**src/rtl/cc_branch_unit.sv**
```systemverilog
// Condition-code register, branch-enable register and saturating taken-branch counter.
// Define CC_BYPASS_EN to let a same-edge LD_CC/LD_BEN pair evaluate against freshly decoded flags.
module cc_branch_unit #(
  parameter int unsigned WIDTH = 16,
  parameter int unsigned CNT_W = 8
) (
  input  logic             Clk,
  input  logic             Reset,
  input  logic [WIDTH-1:0] bus_data,
  input  logic [2:0]       IR_nzp,
  input  logic             LD_CC,
  input  logic             LD_BEN,
  input  logic             clr_count,
  output logic [2:0]       NZP,
  output logic             cc_valid,
  output logic             BEN,
  output logic             ben_valid,
  output logic [CNT_W-1:0] taken_count
);

  logic [2:0]       nzp_q, nzp_d;
  logic             cc_valid_q, cc_valid_d;
  logic             ben_q, ben_d;
  logic             ben_valid_q, ben_valid_d;
  logic [CNT_W-1:0] count_q, count_d;

  logic [2:0]       flags_dec;
  logic [2:0]       cond_flags;
  logic             cond;

  always_comb begin
    flags_dec = 3'b001;
    if (bus_data[WIDTH-1]) begin
      flags_dec = 3'b100;
    end else if (bus_data == '0) begin
      flags_dec = 3'b010;
    end
  end

`ifdef CC_BYPASS_EN
  // cond is only consumed on LD_BEN edges, so LD_CC alone selects the bypass.
  assign cond_flags = LD_CC ? flags_dec : nzp_q;
`else
  assign cond_flags = nzp_q;
`endif

  // 111 is unconditional even before any CC load, when the register is still 000.
  assign cond = (IR_nzp == 3'b111) || ((IR_nzp & cond_flags) != 3'b000);

  always_comb begin
    nzp_d       = nzp_q;
    cc_valid_d  = cc_valid_q;
    ben_d       = ben_q;
    ben_valid_d = LD_BEN;
    count_d     = count_q;

    if (LD_CC) begin
      nzp_d      = flags_dec;
      cc_valid_d = 1'b1;
    end

    if (LD_BEN) begin
      ben_d = cond;
    end

    if (clr_count) begin
      count_d = '0;
    end else if (LD_BEN && cond && (count_q != {CNT_W{1'b1}})) begin
      count_d = count_q + 1'b1;
    end
  end

  always_ff @(posedge Clk or posedge Reset) begin
    if (Reset) begin
      nzp_q       <= 3'b000;
      cc_valid_q  <= 1'b0;
      ben_q       <= 1'b0;
      ben_valid_q <= 1'b0;
      count_q     <= '0;
    end else begin
      nzp_q       <= nzp_d;
      cc_valid_q  <= cc_valid_d;
      ben_q       <= ben_d;
      ben_valid_q <= ben_valid_d;
      count_q     <= count_d;
    end
  end

  assign NZP         = nzp_q;
  assign cc_valid    = cc_valid_q;
  assign BEN         = ben_q;
  assign ben_valid   = ben_valid_q;
  assign taken_count = count_q;

endmodule
```
**config.mk**
```make
export PLATFORM = sky130hd
export DESIGN_NAME = cc_branch_unit
export DESIGN_NICKNAME = d
export VERILOG_FILES = /design/src/rtl/cc_branch_unit.sv
export SDC_FILE = /design/constraint.sdc
export NUM_CORES = 1
export LEC_CHECK = 0
export ABC_AREA = 1
export BUFFER_PORTS_ARGS = -buffer_cell sky130_fd_sc_hd__buf_2
export CORE_MARGIN = 8
export CORE_UTILIZATION = 45
export CTS_CLUSTER_DIAMETER = 120
export DETAILED_ROUTE_END_ITERATION = 6
export PLACE_DENSITY_LB_ADDON = 0.3
export SLEW_MARGIN = 15
export SYNTH_ARGS = -nofsm -noshare
export SYNTH_HDL_FRONTEND = slang
export SYNTH_SLANG_ARGS = --single-unit
```
**constraint.sdc**
```tcl
create_clock -name Clk -period 1.32 [get_ports Clk]
set_input_delay 0.066 -clock Clk [delete_from_list [all_inputs] [get_ports Clk]]
set_output_delay 0.066 -clock Clk [all_outputs]
set_load 0.02 [all_outputs]
```
Word level (Yosys, flattened, before mapping) --
Cells that the tools add are included.
Storage, ports and cells: register bits after elaboration 14, input port bits 24, output and inout port bits 14, logic and storage cells 19
Cells by class: add/sub/neg operators 1, equality and inequality tests 2, muxes and demuxes 4, bitwise logic cells 1, reductions and logical operators 6
Operator list (number):
- 16-bit zero test | 1
- 8-bit 2-to-1 mux | 2
- 8-bit by 1-bit adder with 8-bit output, second input constant | 1
- 8-bit != test, second input constant | 1
- 3-bit AND | 1
- 3-bit equality test, second input constant | 1
- 3-bit 2-to-1 mux | 1
- 3-bit nonzero test | 1
- 1-bit logical AND | 2
- 2-bit 2-to-1 mux | 1
- 2-bit nonzero test | 1
- 1-bit logical OR | 1

Longest topological paths before layout --
word-level depth 7, gate-level depth with buffers 8, depth with buffers taken out 8

Least setup slack after synthesis --
Ideal clock, no wire load.
kind reg2reg, start point reg count_q[0] (netlist: taken_count[0]), end point reg count_q[7] (netlist: taken_count[7]), setup time 117 ps, arrival 1282 ps, data required time 1203 ps, path slack -79 ps, stages on the path, launching flop included 9, buffers on the path 0, period minus slack after synthesis 1399 ps, cells stage by stage dfrtp_1 ha_1 nand2_2 nor2_4 nand2_2 nand3_4 nand2_4 nand2_1 nand2_1
Between the ends: word-level cells in the longest chain between the ends 3, elaborated cells on any way between the ends 6, classes of those cells add/sub: 1; eq/ne: 1; mux: 2; reduce/logical: 2
Ends and longest elaborated chain:
- start, declared | RTL line 25 | logic [CNT_W-1:0] count_q, count_d;
- start signal, assigned | RTL line 85 | count_q <= count_d;
- 8-bit by 1-bit adder with 8-bit output or 8-bit != test (tied branches) | RTL line 69, 68
- 8-bit 2-to-1 mux or 1-bit logical AND (tied branches) | RTL line 68 | end else if (LD_BEN && cond && (count_q != {CNT_W{1'b1}})) begin
- 8-bit 2-to-1 mux or 2-bit nonzero test (tied branches)
Several ways; a longest one is shown, not always the timed one. The select of a mux whose other input is x is not followed. A chain may end at the register's enable or synchronous reset.

Worst setup path after layout --
start point reg count_q[1] (netlist: taken_count[1]), end point reg count_q[4] (netlist: taken_count[4])
Same word-level chain as after synthesis.

==> run_results.csv <==
group,metric,value,unit
status,failed_checks,"setup timing",
yosys,yosysUniqueCellTypes,19,
critical_path,critPathMaxFanout,4,
route,num_vias,919,
finish,area_growth,46.40,%
floorplanning,start_util,0.4826,
finish,drive_gt1_frac,0.4048,
critical_path,reg2reg_depth,8,
route,wl_met3,169,µm
yosys,synth_area,833.3,µm²
route,first_pass_iters,4,
critical_path,worst-path-buf-inv,1,
finish,fin_nets,194,
route,wl_per_cell,11.92,µm
critical_path,crit_path_end,"taken_count[4]$_DFFE_PP0P_",
placed_design,gp_congestion,0.8123,
status,status,"complete, but fails checks",
floorplanning,num_rows,15,
route,vias_per_cell,4.762,
route,wl_met1,889,µm
sta,relSlewSlack,0.6515,
yosys,ys.flop_type,"dfrtp_1",
critical_path,critPathRequiredTime,1490,ps
critical_path,cp-start-kind,"register",
route,routed_wl,2300,µm
critical_path,crit_cells,8,
route,ant_nets,0,
yosys,synthTopCellsByArea,"dfrtp_1 42%, nand2_1 19%, nor2_1 8.6%",
finish,fillCellCount,169,
sta,period_share,1.017,
critical_path,r2r-start,"taken_count[1]$_DFFE_PP0P_",
floorplanning,core,0.001727,mm²
global_route,grt_first_pass_wirelength,3726,µm
critical_path,ff2ff_setup_slack,-20,ps
finish,n_antenna_cell,0,
floorplanning,die_y,59.03,µm
yosys,syn_area_per_cell,7.003,µm²
critical_path,critPathCaptureType,"register",
flow_run,cap_violations,0,
yosys,synth.most_common_cell,"nand2_1",
yosys,yosysTopAreaCell,"dfrtp_1",
route,drt_iter0_drc,17,
sta,setup_viol,1,
yosys,synth_fp_nets,144,
sta,worst_slew_pin_slew,522.2,ps
clock_network,clkTransAtPathRegs,80,ps
route,routed-wl-met2,1195,µm
floorplanning,dieArea,0.003485,mm²
global_route,grtUsageTotal,0.1380,
critical_path,worstPathCellList,"ha_4, nand2_4, nor2_4, nand2_2, buf_4, nand3_4, nand3_1, nand2_1",
placed_design,port_buffers,37,
yosys,synth-edff-count,0,
placed_design,placed_area,0.001070,mm²
global_route,grt_antenna_before_repair,0,
global_route,grt_remaining_overflow,0,
global_route,grt_pass1_vias,917,
yosys,async_reset_ff_frac,1.000,
power_and_ir_drop,irDropWorstVdd,0.5676,mV
critical_path,r2r_end,"taken_count[4]$_DFFE_PP0P_",
hold_path,hold_class,"input port to register",
sta,slew_violations,0,
critical_path,crit_family,"simple AND/OR/NAND/NOR gates",
clock_network,tritoncts,"done",
critical_path,crit_arrival,1520,ps
clock_network,htree_levels,1,
placed_design,dp_hpwl,1691,µm
sta,rsz0062_at_grt,"true",
route,dr.max_layer_used,"met4",
clock_network,clockRootBuffer,"clkbuf_4",
power_and_ir_drop,power_density,861.5,mW/mm²
power_and_ir_drop,p_leak,0.0006516,µW
finish,fin_area,0.001220,mm²
sta,hold_viol_final,0,
critical_path,slowest_stage,"dfrtp_2",
sta,fin_crit,1343,ps
yosys,netlist_instances,119,
critical_path,slowest_delay,430,ps
clock_network,clkSinkCount,14,
finish,multi_input_area,501.7,µm²
finish,regArea,352.8,µm²
yosys,synth_top_area_share,0.4204,
sta,clock.fmax,0.7446,GHz
clock_network,cts_buffer_depth,2,
clock_network,insertion_delay,280,ps
route,drcViolationCount,0,
yosys,ys_warn_count,0,
yosys,synth-seq-area-share,0.4204,
sta,setup_ws,-22.99,ps
sta,fin_worst_skew,3.762,ps
finish,utilization,0.7065,
global_route,grt_max_degree,15,
yosys,synth_common_cells,"42 x nand2_1, 19 x nor2_1, 14 x dfrtp_1",
floorplanning,fp.dieW,59.03,µm
yosys,ys_seq_elements,14,
floorplanning,num_io_pins,38,
clock_network,cts_buffers,3,
critical_path,path_class,"register to register",
critical_path,cp-startpoint,"taken_count[1]$_DFFE_PP0P_",
cell type report:
class | count | area share
well taps | 25 | 0.02564
inverters | 12 | 0.03692
multi-input cells | 93 | 0.4113
clock buffers | 4 | 0.02974
flip-flops and latches | 14 | 0.2892
repair buffers | 45 | 0.2072
worst register-to-register path, cell delays in order, from the launching register on:
cell and delay [ps]:
dfrtp_2 430, ha_4 170, nand2_4 70, nor2_4 40, nand2_2 100, buf_4 130
nand3_4 90, nand3_1 110, nand2_1 80
sequential cells by signal, summed over array words and instances (netlist names):
signal,flops
NZP,3
BEN,1
ben_valid,1
taken_count,8
cc_valid,1
per-layer routing:
| layer | global-route usage | vias up |
|---|---|---|
| li1 | - | 475 |
| met1 | 0.1425 | 413 |
| met2 | 0.2383 | 26 |
| met3 | 0.04555 | 5 |
| met4 | 0.07850 | 0 |
| met5 | 0 | - |
cells by family after synthesis:
kind of cell,after synthesis,synth area share
muxes,1,0.01351
adders and majority gates,1,0.01501
xor gates and xnor gates,1,0.01051
and+or+nand+nor,83,0.4445
buffers and inverters,13,0.06005
DFF,14,0.4204
AOI/OAI and AO/OA,6,0.03604
how the worst min path moves through the flow:
stage	start	cells after the start	end	slack, ps
3_5_place_dp	Reset	2	ben_valid$_DFF_PP0_	120
5_1_grt	bus_data[15]	4	NZP[0]$_DFFE_PP0P_	60
2_1_floorplan	Reset	1	BEN$_DFFE_PP0P_	-40
3_3_place_gp	Reset	2	ben_valid$_DFF_PP0_	120
6_report	bus_data[15]	4	NZP[0]$_DFFE_PP0P_	40
4_1_cts	bus_data[15]	4	NZP[0]$_DFFE_PP0P_	40
placed cells by master, fill, tap and decap left out:
master,n
dfrtp_1,12
xnor2_1,1
nand3_1,13
buf_2,37
nor2_2,2
or2_2,1
clkbuf_4,3
o21ai_0,2
nor2_1,18
mux2_2,1
buf_4,5
dfrtp_2,2
nand2_4,2
ha_4,1
nand2_8,1
dlygate4sd3_1,3
nand2_2,8
nor2_4,1
inv_2,1
a21oi_1,4
inv_1,11
nand3_4,2
nor3_1,1
nand2_1,35
clkbuf_8,1
per-stage QoR:
stage               hold slack [ps]  worst slack, ps  TNS, ps  std cells  total power (µW)
finish                        44.86           -22.99   -22.99        193              1051
global route                  56.97           -66.52   -414.9        193              1115
CTS                           41.35            13.42        0        190              1022
detailed placement            115.7            41.58        0        183             709.7
global placement              121.5            69.59        0        183             702.1
floorplan                    -44.92            6.899        0        119             608.0
report_power, final:
part           total, µW  internal (µW)  switching (µW)
registers            480            456            24.4
logic                264            111             152
clock network        307            168             139
total               1050            735             316
what timing repair did:
item	4_1_cts	5_1_grt
hold buffers	3	0
setup endpoints to repair	0	8
buffers inserted	0	2
resized for setup	0	14
endpoints found under the hold margin	16	0
Note: power is estimated with default switching activity, not from simulation.
